**config.mk**
```make
export PLATFORM = sky130hd
export DESIGN_NAME = fetch_unit
export DESIGN_NICKNAME = d
export VERILOG_FILES = /design/src/rtl/fetch_unit_pkg.sv /design/src/rtl/if_id_reg.sv /design/src/rtl/fetch_unit.sv
export SDC_FILE = /design/constraint.sdc
export NUM_CORES = 1
export LEC_CHECK = 0
export BUFFER_PORTS_ARGS = -buffer_cell sky130_fd_sc_hd__clkbuf_2
export CORE_MARGIN = 2
export CORE_UTILIZATION = 58
export CTS_BUF_LIST = sky130_fd_sc_hd__clkbuf_16
export CTS_CLUSTER_SIZE = 30
export DETAILED_ROUTE_END_ITERATION = 8
export GPL_ROUTABILITY_DRIVEN = 0
export GPL_TIMING_DRIVEN = 0
export HOLD_SLACK_MARGIN = 0.1
export MAX_ROUTING_LAYER = met4
export PLACE_DENSITY = 0.87
export SYNTH_ARGS = -nofsm -noshare
export SYNTH_HDL_FRONTEND = slang
export SYNTH_SLANG_ARGS = --single-unit
```
**constraint.sdc**
```tcl
create_clock -name clk -period 4.2 [get_ports clk]
set_input_delay 1.26 -clock clk [delete_from_list [all_inputs] [get_ports clk]]
set_output_delay 1.26 -clock clk [all_outputs]
set_load 0.005 [all_outputs]
```
**src/rtl/fetch_unit_pkg.sv**
```systemverilog
// Shared fetch/decode definitions: word width, reset PC, NOP encoding and the
// fetch FSM state encoding used by fetch_unit and if_id_reg.
package fetch_unit_pkg;

  localparam int unsigned WordWidth = 32;

  typedef logic [WordWidth-1:0] word_t;

  localparam word_t ResetPc   = 32'h0000_0000;
  localparam word_t NopInstr  = 32'h0000_0000;
  localparam word_t PcStep    = 32'h0000_0004;
  // Clears the two low bits so every fetch address is word aligned.
  localparam word_t AlignMask = 32'hFFFF_FFFC;

  typedef enum logic [1:0] {
    StFetch = 2'd0, // request outstanding for pc
    StHold  = 2'd1, // fetched word buffered while decode is stalled
    StDrop  = 2'd2  // stale request outstanding after a redirect
  } fetch_state_e;

endpackage

```
**src/rtl/if_id_reg.sv**
```systemverilog
// IF/ID pipeline register with hold and flush control.
// Ports:
//   clk_i    system clock
//   rst_i    synchronous active-high reset
//   hold_i   keep current contents (highest priority after reset)
//   flush_i  load a NOP bubble instead of instr_i
//   instr_i  instruction word to load
//   pc_i     address of instr_i
//   instr_o  registered instruction (NOP when bubble)
//   pc_o     registered instruction address
//   valid_o  1 = instr_o is real, 0 = bubble
module if_id_reg
  import fetch_unit_pkg::*;
(
  input  logic  clk_i,
  input  logic  rst_i,
  input  logic  hold_i,
  input  logic  flush_i,
  input  word_t instr_i,
  input  word_t pc_i,
  output word_t instr_o,
  output word_t pc_o,
  output logic  valid_o
);

  word_t instr_q;
  word_t pc_q;
  logic  valid_q;

  always_ff @(posedge clk_i) begin
    if (rst_i) begin
      instr_q <= NopInstr;
      pc_q    <= ResetPc;
      valid_q <= 1'b0;
    end else if (!hold_i) begin
      instr_q <= flush_i ? NopInstr : instr_i;
      pc_q    <= pc_i;
      valid_q <= !flush_i;
    end
  end

  assign instr_o = instr_q;
  assign pc_o    = pc_q;
  assign valid_o = valid_q;

endmodule

```
**src/rtl/fetch_unit.sv**
```systemverilog
// Instruction fetch stage: owns the PC, the fetch FSM and a one-word buffer
// used while decode is stalled, and feeds the IF/ID register.
// Ports:
//   clk, rst        clock, synchronous active-high reset
//   Change_PC_en    redirect request from decode; PC_New is the target
//   Stall_IF_ID     freeze PC and IF/ID (overrides a redirect)
//   IMem_Req/Addr   instruction memory read request and address
//   IMem_Ack/Rdata  read data valid and instruction word
//   Instruction     IF/ID instruction, ID_PC its address, ID_Valid real/bubble
module fetch_unit
  import fetch_unit_pkg::*;
(
  input  logic        clk,
  input  logic        rst,
  input  logic        Change_PC_en,
  input  logic [31:0] PC_New,
  input  logic        Stall_IF_ID,
  output logic        IMem_Req,
  output logic [31:0] IMem_Addr,
  input  logic        IMem_Ack,
  input  logic [31:0] IMem_Rdata,
  output logic [31:0] Instruction,
  output logic [31:0] ID_PC,
  output logic        ID_Valid
);

  fetch_state_e state_q;
  logic         req_q;
  word_t        pc_q;
  word_t        buf_q;
  word_t        stale_q;

  logic  word_avail;
  logic  id_flush;
  word_t id_instr;

  always_ff @(posedge clk) begin
    if (rst) begin
      // Memory resets with us, so an in-flight request is simply forgotten.
      state_q <= StFetch;
      req_q   <= 1'b1;
      pc_q    <= ResetPc;
      buf_q   <= NopInstr;
      stale_q <= ResetPc;
    end else if (Stall_IF_ID) begin
      case (state_q)
        StFetch: begin
          if (IMem_Ack) begin
            buf_q   <= IMem_Rdata;
            state_q <= StHold;
            req_q   <= 1'b0;
          end
        end
        StDrop: begin
          // Stale word arrives; pc_q already holds the redirect target.
          if (IMem_Ack) state_q <= StFetch;
        end
        default: ;
      endcase
    end else if (Change_PC_en) begin
      pc_q  <= PC_New & AlignMask;
      req_q <= 1'b1;
      if (req_q && !IMem_Ack) begin
        state_q <= StDrop;
        // A second redirect while dropping keeps the original stale address.
        if (state_q == StFetch) stale_q <= pc_q;
      end else begin
        state_q <= StFetch;
      end
    end else begin
      case (state_q)
        StFetch: begin
          if (IMem_Ack) pc_q <= pc_q + PcStep;
        end
        StHold: begin
          pc_q    <= pc_q + PcStep;
          state_q <= StFetch;
          req_q   <= 1'b1;
        end
        StDrop: begin
          if (IMem_Ack) state_q <= StFetch;
        end
        default: ;
      endcase
    end
  end

  always_comb begin
    word_avail = (state_q == StHold) || ((state_q == StFetch) && IMem_Ack);
    id_flush   = Change_PC_en || !word_avail;
    id_instr   = (state_q == StHold) ? buf_q : IMem_Rdata;
  end

  assign IMem_Req  = req_q;
  assign IMem_Addr = (state_q == StDrop) ? stale_q : pc_q;

  if_id_reg u_if_id_reg (
    .clk_i   (clk),
    .rst_i   (rst),
    .hold_i  (Stall_IF_ID),
    .flush_i (id_flush),
    .instr_i (id_instr),
    .pc_i    (pc_q),
    .instr_o (Instruction),
    .pc_o    (ID_PC),
    .valid_o (ID_Valid)
  );

endmodule

```
==> results of run 1 <==
## kinds of logic (layout without fill, tap and decap cells)
family,after synthesis,count (layout),synth area share (%)
and+or+nand+nor,310,310,18.7
AOI/OAI and AO/OA,204,204,17.4
DFF,158,158,43.9
muxes,93,93,14.0
buffers and inverters,91,279,5.04
adders and majority gates,5,5,0.869
other,1,4,0.0521
## power groups by stage
| stage | clock, mW | sequential [mW] | combinational (mW) |
|---|---|---|---|
| finish | 1.50 | 1.59 | 0.404 |
| global route | 1.56 | 1.60 | 0.442 |
| detailed placement | 0 | 1.62 | 0.392 |
| CTS | 1.50 | 1.59 | 0.397 |
| global placement | 0 | 1.62 | 0.385 |
| floorplan | 0 | 1.62 | 0.249 |
## state kept, by name, indices dropped and copies added, names as in the netlist
signal	count
IMem_Req	1
state_q	2
stale_q	30
u_if_id_reg.valid_o	1
buf_q	32
u_if_id_reg.pc_o	30
pc_q	30
u_if_id_reg.instr_o	32
## Yosys cell counts, types with 5 or more instances
library cell  instances  area (sq um)
inv_1                 8          30.0
clkbuf_1             69           259
a22oi_1              34           255
nor3_1                6          30.0
dfxtp_1             158          3160
a21oi_1              90           450
a21o_1                6          45.0
o21ai_0              33           165
mux2i_1              33           330
nor2_1               84           315
a31oi_1               9          56.3
mux2_2               60           676
nor4_1                7          43.8
a32o_1                6          60.1
nand2_1             159           597
nand4_1               9          56.3
ha_1                  5          62.6
and3_1                6          37.5
nand3_1              13          65.1
## area by class of cell
| type | instances | area [sq um] |
|---|---|---|
| inverter | 9 | 33.8 |
| sequential | 158 | 3160 |
| tap | 168 | 210 |
| multi-input combinational | 616 | 3680 |
| timing repair buffer | 158 | 791 |
| buffer | 82 | 329 |
| clock inverter | 13 | 135 |
| clock buffer | 17 | 425 |
| fill | 951 | 3290 |
## stage by stage
stage,util (%),total power [mW]
final,72.7,3.50
after global routing,72.7,3.61
after global placement,68.1,2.01
after detailed placement,68.1,2.02
after floorplan,-,1.86
after CTS,72.7,3.49
## worst max-delay path by stage
| stage | slack, ps | end | cells past startpoint | start |
|---|---|---|---|---|
| floorplan | 1460 | IMem_Addr[10] | 5 | state_q[0]$_SDFFE_PP0P_ |
| detailed placement | 850 | pc_q[10]$_SDFFE_PP0P_ | 8 | Change_PC_en |
| global route | 360 | IMem_Addr[13] | 6 | state_q[0]$_SDFFE_PP0P_ |
| global placement | 890 | pc_q[10]$_SDFFE_PP0P_ | 8 | Change_PC_en |
| CTS | 510 | IMem_Addr[13] | 6 | state_q[0]$_SDFFE_PP0P_ |
| finish | 510 | IMem_Addr[13] | 6 | state_q[0]$_SDFFE_PP0P_ |
## worst register-to-register path, stage by stage, from the launching register on
cell      delay, ps
dfxtp_1         340
inv_1           110
ha_1            160
clkbuf_1        290
mux2i_1         380
a21o_1          210
clkbuf_1        400
clkbuf_1        510
nor2_1          120
o211a_1         230
## metal layers
layer  global-route usage, %  up-vias  routed length, um
li1                        -     3373                  -
met1                    40.0     3320               8650
met4                    13.9        0                667
met5                       -        -                  0
met2                    50.4      368               9750
met3                    7.32       71               1690
==> flow_summary_export.csv, run 1 <==
group,metric,value,unit
worst_setup_path,rr_worst_depth,9,
placed_design,port_buffers,158,
timing,hold_violations,0,
floorplanning,die_y,115,um
worst_setup_path,crit_fanout,10,
synth,syn_area_per_cell,8.35,sq um
synth,synth-edff-count,0,
worst_setup_path,critical_path_class,"reg -> out",
floorplanning,die_w,115,um
detailed_routing,avgRoutedWirePerCell,17.0,um
grt,grt-ovfl-total,0,
synth,synthDistinctLibCells,55,
power_and_ir_drop,p_leak,3.60,nW
detailed_routing,ant_nets,0,
clock_tree,path_clk_slew,60,ps
floorplanning,placement_rows,40,
worst_setup_path,r2r_end,"pc_q[14]$_SDFFE_PP0P_",
worst_setup_path,worst_ep_arrival_time,2430,ps
hold_path,hold_class,"reg -> reg",
timing,hold-worst-slack,452,ps
timing,slew_violations,0,
detailed_routing,drt_drc_violations_left,0,
timing,setup_viol,0,
timing,finalWorstSetupSlack,508,ps
power_and_ir_drop,pwr-share-clk,42.9,%
clock_tree,clkLatencyLatePin,430,ps
detailed_routing,totalWireLength,20800,um
worst_setup_path,reg2reg_from,"state_q[0]$_SDFFE_PP0P_",
synth,synth_area,7200,sq um
power_and_ir_drop,p_comb_share,11.5,%
run_status,status,"complete, no violations",
timing,fin_tns_setup,0,ps
placed_design,dp_hpwl,14200,um
floorplanning,initial_core_util,59.7,%
timing,rsz0062_at_grt,"no",
clock_tree,cts_tree,"yes",
timing,fin_crit,3690,ps
timing,worst_pin_slew,903,ps
power_and_ir_drop,peakVddDrop,0.331,mV
power_and_ir_drop,internal_power,2.63,mW
layout,final_cell_mix,"159 x nand2_1, 159 x clkbuf_2, 158 x dfxtp_1, 90 x a21oi_1, 84 x nor2_1",
grt,grt_pass1_vias,6597,
floorplanning,io_pins,167,
clock_tree,cts_max_level,4,
power_and_ir_drop,netSwitchingFraction,24.9,%
synth,yosys_warnings,0,
layout,fin_cells,1221,
detailed_routing,detail_route.vias_per_cell,5.84,
hold_path,hold_start,"buf_q[2]$_SDFFE_PP0P_",
placed_design,placed_area,8210,sq um
worst_setup_path,path_delay_family,"buffers and inverters",
grt,grt_pass1_wl,32500,um
synth,synthFlopType,"dfxtp_1",
worst_setup_path,cp_cell_sequence,"inv_1, ha_1, clkbuf_1, clkbuf_1, mux2_2, clkbuf_2",
clock_tree,cts_setup_buffers,0,
worst_setup_path,cp-start-kind,"flop",
grt,grt_max_degree,17,
worst_setup_path,crit_slowest_cell,"clkbuf_1",
clock_tree,cts_root_buffer,"clkbuf_16",
detailed_routing,via_count,7132,
layout,design_area,8770,sq um
timing,fmax,0.271,GHz
layout,drive_gt1_share,24.9,%
clock_tree,hold_buffers,0,
worst_setup_path,r2r_slack,1340,ps
power_and_ir_drop,power.switching,0.872,mW
layout,area_growth,21.8,%
hold_path,min_delay_path_depth,2,
clock_tree,cts-buffers-inserted,17,
floorplanning,dieArea,13300,sq um
flow_run,drv_cap,0,
worst_setup_path,max_stage_delay,530,ps
clock_tree,clkSinkCount,158,
timing,finClkSkew,8.65,ps
clock_tree,cts_resized,0,
timing,slew_headroom,39.3,%
timing,period_share,87.9,%
detailed_routing,firstDrtPassIters,5,
layout,fin_nets,1116,
floorplanning,core_area,12100,sq um
grt,grt_usage,32.2,%
synth,ys_async_sr_fraction,0,%
power_and_ir_drop,power.density,399,nW/um^2
layout,antennaDiodeCount,0,
placed_design,dp_slack,849,ps
power_and_ir_drop,pwr-share-seq,45.6,%
synth,syn_inst,862,
worst_setup_path,timing.critical_path.buf_inv,4,
worst_setup_path,critPathRequiredTime,2940,ps
worst_setup_path,end_kind,"output pin",
worst_setup_path,crit_path_frequent_cell,"clkbuf_1",
synth,ys_seq_elements,158,
placed_design,dp_cells,1191,
clock_tree,clk_path_buf_depth,2,
synth,seq_area_frac_synth,43.9,%
hold_path,min_to,"buf_q[2]$_SDFFE_PP0P_",
detailed_routing,first_iter_violations,989,
grt,grt_antenna_before_repair,0,
Note: power is estimated with default switching activity, not from simulation.
==> inputs of run 2 (changes only) <==
--- a/config.mk
+++ b/config.mk
@@ -6,8 +6,9 @@
 export NUM_CORES = 1
 export LEC_CHECK = 0
 export BUFFER_PORTS_ARGS = -buffer_cell sky130_fd_sc_hd__clkbuf_2
+export CAP_MARGIN = 15
 export CORE_MARGIN = 2
-export CORE_UTILIZATION = 58
+export CORE_UTILIZATION = 59
 export CTS_BUF_LIST = sky130_fd_sc_hd__clkbuf_16
 export CTS_CLUSTER_SIZE = 30
 export DETAILED_ROUTE_END_ITERATION = 8
@@ -18,4 +19,5 @@
 export PLACE_DENSITY = 0.87
 export SYNTH_ARGS = -nofsm -noshare
 export SYNTH_HDL_FRONTEND = slang
+export SYNTH_HIERARCHICAL = 1
 export SYNTH_SLANG_ARGS = --single-unit
==> flow_summary_export.csv, run 2 <==
group,metric,value,unit
worst_setup_path,worst_ep_arrival_time,2510,ps
grt,grt_pass1_wl,36600,um
floorplanning,io_pins,167,
worst_setup_path,cp-start-kind,"flop",
flow_run,drv_cap,0,
timing,fin_tns_setup,0,ps
worst_setup_path,critical_path_class,"reg -> out",
power_and_ir_drop,pwr-share-seq,43.2,%
synth,synthFlopType,"dfxtp_1",
timing,fmax,0.265,GHz
power_and_ir_drop,power.switching,0.988,mW
power_and_ir_drop,netSwitchingFraction,26.2,%
floorplanning,core_area,13100,sq um
clock_tree,cts_resized,0,
timing,period_share,89.8,%
worst_setup_path,r2r_end,"pc_q[28]$_SDFFE_PP0P_",
detailed_routing,detail_route.vias_per_cell,5.92,
detailed_routing,drt_drc_violations_left,0,
timing,fin_crit,3770,ps
layout,final_cell_mix,"200 x nand2_1, 161 x clkbuf_2, 160 x dfxtp_1, 82 x a21oi_1, 64 x nor2_1",
grt,grt-ovfl-total,0,
timing,slew_headroom,54.2,%
synth,syn_area_per_cell,8.52,sq um
clock_tree,hold_buffers,0,
clock_tree,cts_setup_buffers,0,
clock_tree,cts-buffers-inserted,17,
power_and_ir_drop,p_leak,3.87,nW
worst_setup_path,cp_cell_sequence,"inv_1, ha_1, clkbuf_1, buf_1, mux2_2, clkbuf_2",
hold_path,min_to,"stale_q[15]$_SDFFE_PP0P_",
synth,seq_area_frac_synth,40.8,%
floorplanning,initial_core_util,59.8,%
grt,grt_max_degree,17,
worst_setup_path,end_kind,"output pin",
floorplanning,die_y,119,um
layout,fin_nets,1179,
synth,synthDistinctLibCells,56,
grt,grt_usage,33.2,%
synth,netlist.top_cell.by_area,"dfxtp_1",
worst_setup_path,crit_fanout,10,
grt,grt_pass1_vias,7330,
worst_setup_path,critPathRequiredTime,2940,ps
clock_tree,cts_tree,"yes",
layout,area_growth,21.2,%
grt,grt_antenna_before_repair,0,
power_and_ir_drop,p_total,3.77,mW
detailed_routing,via_count,7664,
run_status,status,"complete, no violations",
layout,final_common_cell,"nand2_1",
hold_path,hold_start,"stale_q[15]$_SDFFE_PP0P_",
clock_tree,cts_max_level,4,
power_and_ir_drop,internal_power,2.78,mW
power_and_ir_drop,power.density,396,nW/um^2
worst_setup_path,reg2reg_from,"pc_q[2]$_SDFFE_PP0P_",
synth,ys_async_sr_fraction,0,%
clock_tree,clkSinkCount,160,
layout,antennaDiodeCount,0,
synth,synth-edff-count,0,
detailed_routing,totalWireLength,23000,um
synth,synthTopCellsByCount,"200 x nand2_1, 160 x dfxtp_1, 82 x a21oi_1",
detailed_routing,firstDrtPassIters,9,
synth,syn_inst,922,
floorplanning,placement_rows,42,
timing,finClkSkew,12.5,ps
timing,setup_viol,0,
worst_setup_path,r2r_slack,1520,ps
detailed_routing,avgRoutedWirePerCell,17.8,um
timing,rsz0062_at_grt,"no",
timing,hold_violations,0,
placed_design,dp_hpwl,16000,um
power_and_ir_drop,peakVddDrop,0.333,mV
timing,slew_violations,0,
synth,yosysMostFrequentCell,"nand2_1",
clock_tree,cts_root_buffer,"clkbuf_16",
detailed_routing,first_iter_violations,1103,
floorplanning,die_w,119,um
placed_design,port_buffers,161,
worst_setup_path,max_stage_delay,490,ps
synth,synth_area_leaders,"dfxtp_1 41%, nand2_1 9.6%, mux2_2 8.2%",
synth,synth_top_area_share,40.8,%
clock_tree,clk_path_buf_depth,2,
layout,drive_gt1_share,28.8,%
layout,fillers,973,
floorplanning,dieArea,14300,sq um
detailed_routing,ant_nets,0,
synth,ys_seq_elements,160,
power_and_ir_drop,pwr-share-clk,44.3,%
clock_tree,path_clk_slew,70,ps
power_and_ir_drop,p_comb_share,12.5,%
timing,worst_pin_slew,688,ps
clock_tree,clkLatencyLatePin,440,ps
synth,synth_area,7850,sq um
hold_path,min_delay_path_depth,2,
hold_path,hold_class,"reg -> reg",
worst_setup_path,rr_worst_depth,7,
worst_setup_path,crit_slowest_cell,"buf_1",
synth,yosys_warnings,6,
-- run 2: cell count changes in the layout (fill, tap and decap cells not counted), sizes merged, moves of 20 or more --
cell,delta
a22oi,-27
buf,+33
clkbuf,-26
nand2,+41
nand2b,+33
nor2,-20
o22ai,+30
-- run 2: cell families after synthesis --
group / Yosys count / share of synthesized area [%]
buf+inv: 96 / 6.60
simple gates: 373 / 21.4
compound gates: 190 / 17.0
fa+ha+maj: 5 / 0.797
mux: 97 / 13.3
flops: 160 / 40.8
other cells: 1 / 0.0477
-- run 2: critical path, delay by kind of cell, from the launching register on --
family	cells	cell delay (ps)
buf+inv	4	1160
mux	1	400
flops	1	320
fa+ha+maj	1	190
-- run 2: routing by layer --
metal,vias to the layer above,wire length (um),GRT usage [%]
met1,3554,9190,42.0
met3,85,2410,7.28
met5,-,0,-
met4,0,898,15.2
li1,3562,-,-
met2,463,10500,51.0
-- run 2: through the flow --
| stage | cell area (sq um) | setup WS (ps) | hold slack, ps | utilization (%) | cells |
|---|---|---|---|---|---|
| 2_1_floorplan | 7870 | 1340 | 433 | - | 925 |
| 3_3_place_gp | 8890 | 924 | 438 | 67.7 | 1262 |
| 3_5_place_dp | 8890 | 887 | 443 | 67.7 | 1262 |
| 4_1_cts | 9520 | 415 | 454 | 72.5 | 1294 |
| 5_1_grt | 9520 | 258 | 475 | 72.5 | 1294 |
| 6_report | 9520 | 429 | 454 | 72.5 | 1294 |
-- run 2: worst max-delay path by stage --
stage	from	endpoint	slack, ps	depth (start not counted)
6_report	state_q[0]$_SDFFE_PP0P_	IMem_Addr[14]	430	6
2_1_floorplan	state_q[0]$_SDFFE_PP0P_	IMem_Addr[10]	1340	5
3_3_place_gp	state_q[0]$_SDFFE_PP0P_	IMem_Addr[6]	920	6
3_5_place_dp	state_q[0]$_SDFFE_PP0P_	IMem_Addr[14]	890	6
4_1_cts	state_q[0]$_SDFFE_PP0P_	IMem_Addr[19]	420	6
5_1_grt	state_q[0]$_SDFFE_PP0P_	IMem_Addr[19]	260	6
-- run 2: layout make-up --
class                   count  area, sq um  area share [%]
plain buffers              86          480            5.05
clock buffers              17          425            4.47
clock inverters            15          205            2.16
inverters                  10         37.5           0.394
multi-input cells         669         4140            43.5
flip-flops and latches    160         3200            33.6
well taps                 176          220            2.31
repair buffers            161          806            8.46
-- run 2: power by group through the flow --
stage                     registers, mW  logic, mW  clock network, mW
final                              1.63      0.471               1.67
after floorplan                    1.64      0.302                  0
after global routing               1.63      0.508               1.74
after global placement             1.65      0.445                  0
after CTS                          1.63      0.461               1.67
after detailed placement           1.66      0.455                  0
==> inputs of run 3 (changes only) <==
--- a/config.mk
+++ b/config.mk
@@ -16,7 +16,7 @@
 export GPL_TIMING_DRIVEN = 0
 export HOLD_SLACK_MARGIN = 0.1
 export MAX_ROUTING_LAYER = met4
-export PLACE_DENSITY = 0.87
+export PLACE_DENSITY = 0.85
 export SYNTH_ARGS = -nofsm -noshare
 export SYNTH_HDL_FRONTEND = slang
 export SYNTH_HIERARCHICAL = 1
==> flow_summary_export.csv, run 3 (same netlist as run 2, synthesis figures left out) <==
group,metric,value,unit
worst_setup_path,cp-start-kind,"flop",
layout,utilization,72.2,%
detailed_routing,drt_drc_violations_left,0,
clock_tree,cts_resized,0,
clock_tree,cts_setup_buffers,0,
worst_setup_path,reg2reg_from,"pc_q[2]$_SDFFE_PP0P_",
floorplanning,core_area,13100,sq um
timing,rsz0062_at_grt,"no",
clock_tree,clk_path_buf_depth,2,
timing,period_share,89.6,%
detailed_routing,avgRoutedWirePerCell,17.7,um
timing,worst_pin_slew,716,ps
worst_setup_path,critical_path_class,"reg -> out",
flow_run,drv_cap,0,
grt,grt_usage,32.7,%
detailed_routing,detail_route.vias_per_cell,5.92,
grt,grt_antenna_before_repair,0,
timing,finalWorstSetupSlack,438,ps
floorplanning,initial_core_util,59.8,%
worst_setup_path,crit_slowest_cell,"buf_1",
timing,slew_headroom,52.3,%
detailed_routing,first_iter_violations,985,
power_and_ir_drop,p_leak,3.88,nW
clock_tree,clkLatencyLatePin,430,ps
detailed_routing,totalWireLength,22900,um
worst_setup_path,cp_cell_sequence,"inv_1, ha_1, clkbuf_1, buf_1, mux2_2, clkbuf_2",
layout,final_cell_mix,"200 x nand2_1, 161 x clkbuf_2, 160 x dfxtp_1, 82 x a21oi_1, 64 x nor2_1",
run_status,status,"complete, no violations",
hold_path,min_to,"stale_q[12]$_SDFFE_PP0P_",
floorplanning,io_pins,167,
timing,hold-worst-slack,452,ps
power_and_ir_drop,peakVddDrop,0.269,mV
worst_setup_path,end_kind,"output pin",
layout,fin_nets,1179,
clock_tree,cts_tree,"yes",
detailed_routing,ant_nets,0,
timing,finClkSkew,8.10,ps
hold_path,hold_class,"reg -> reg",
timing,hold_violations,0,
grt,grt_pass1_vias,6944,
clock_tree,cts_max_level,4,
grt,grt_max_degree,17,
detailed_routing,firstDrtPassIters,6,
timing,slew_violations,0,
clock_tree,clkSinkCount,160,
floorplanning,placement_rows,42,
worst_setup_path,crit_fanout,10,
hold_path,min_delay_path_depth,2,
floorplanning,dieArea,14300,sq um
layout,antennaDiodeCount,0,
timing,fmax,0.266,GHz
layout,drive_gt1_share,28.2,%
clock_tree,cts-buffers-inserted,17,
placed_design,dp_slack,918,ps
grt,grt-ovfl-total,0,
timing,fin_crit,3760,ps
layout,fillers,1023,
clock_tree,hold_buffers,0,
worst_setup_path,worst_ep_arrival_time,2500,ps
layout,final_common_cell,"nand2_1",
timing,setup_viol,0,
timing,fin_tns_setup,0,ps
clock_tree,cts_root_buffer,"clkbuf_16",
floorplanning,die_y,119,um
detailed_routing,via_count,7658,
hold_path,hold_start,"stale_q[12]$_SDFFE_PP0P_",
worst_setup_path,r2r_end,"pc_q[28]$_SDFFE_PP0P_",
worst_setup_path,max_stage_delay,500,ps
layout,area_growth,20.7,%
floorplanning,die_w,119,um
power_and_ir_drop,power.density,387,nW/um^2
worst_setup_path,path_delay_family,"buffers and inverters",
worst_setup_path,timing.critical_path.buf_inv,4,
worst_setup_path,rr_worst_depth,7,
worst_setup_path,r2r_slack,1580,ps
placed_design,dp_hpwl,16000,um
grt,grt_pass1_wl,35900,um
placed_design,port_buffers,161,
worst_setup_path,critPathRequiredTime,2940,ps
clock_tree,path_clk_slew,60,ps
## run 3: cell types whose count changed in the layout (fill, tap and decap cells not counted), sizes merged
cell	delta
inv	+1
clkinvlp	-1
## run 3: per-stage QoR
stage               instances  area [sq um]  power [mW]
floorplan                 925          7870        1.94
global placement         1262          8890        2.10
detailed placement       1262          8890        2.11
CTS                      1294          9480        3.65
global route             1294          9480        3.78
finish                   1294          9480        3.67
## run 3: tightest hold or removal path, cell delays in order (launching register included)
cell	delay, ps
dfxtp_1	310
nand2_1	50
a21oi_1	50
## run 3: report_power, final
group / total [mW] / switching (mW) / internal, mW
registers: 1.63 / 0.0556 / 1.57
clock network: 1.57 / 0.595 / 0.970
logic: 0.470 / 0.270 / 0.200
total: 3.67 / 0.921 / 2.74
## run 3: routing by layer
layer	wire length, um	up-vias	GRT usage (%)	part of all wire [%]
met4	862	0	13.2	3.8
met3	2260	79	5.56	9.8
met5	0	-	-	0
li1	-	3568	-	-
met1	9490	3549	43.8	41
met2	10300	462	49.3	45
## run 3: final cells by class
class | count | area (sq um) | share of cell area (%)
plain buffers | 86 | 480 | 5.07
clock buffers | 17 | 425 | 4.49
clock inverters | 15 | 163 | 1.72
inverters | 10 | 37.5 | 0.396
multi-input cells | 669 | 4140 | 43.7
flip-flops and latches | 160 | 3200 | 33.8
well taps | 176 | 220 | 2.32
repair buffers | 161 | 806 | 8.50
## run 3: worst max path at each step
stage / end / from / cells after the start
floorplan: IMem_Addr[10] / state_q[0]$_SDFFE_PP0P_ / 5
global placement: IMem_Addr[6] / state_q[0]$_SDFFE_PP0P_ / 6
detailed placement: IMem_Addr[6] / state_q[0]$_SDFFE_PP0P_ / 6
CTS: IMem_Addr[6] / state_q[0]$_SDFFE_PP0P_ / 6
global route: IMem_Addr[8] / state_q[0]$_SDFFE_PP0P_ / 6
finish: IMem_Addr[6] / state_q[0]$_SDFFE_PP0P_ / 6
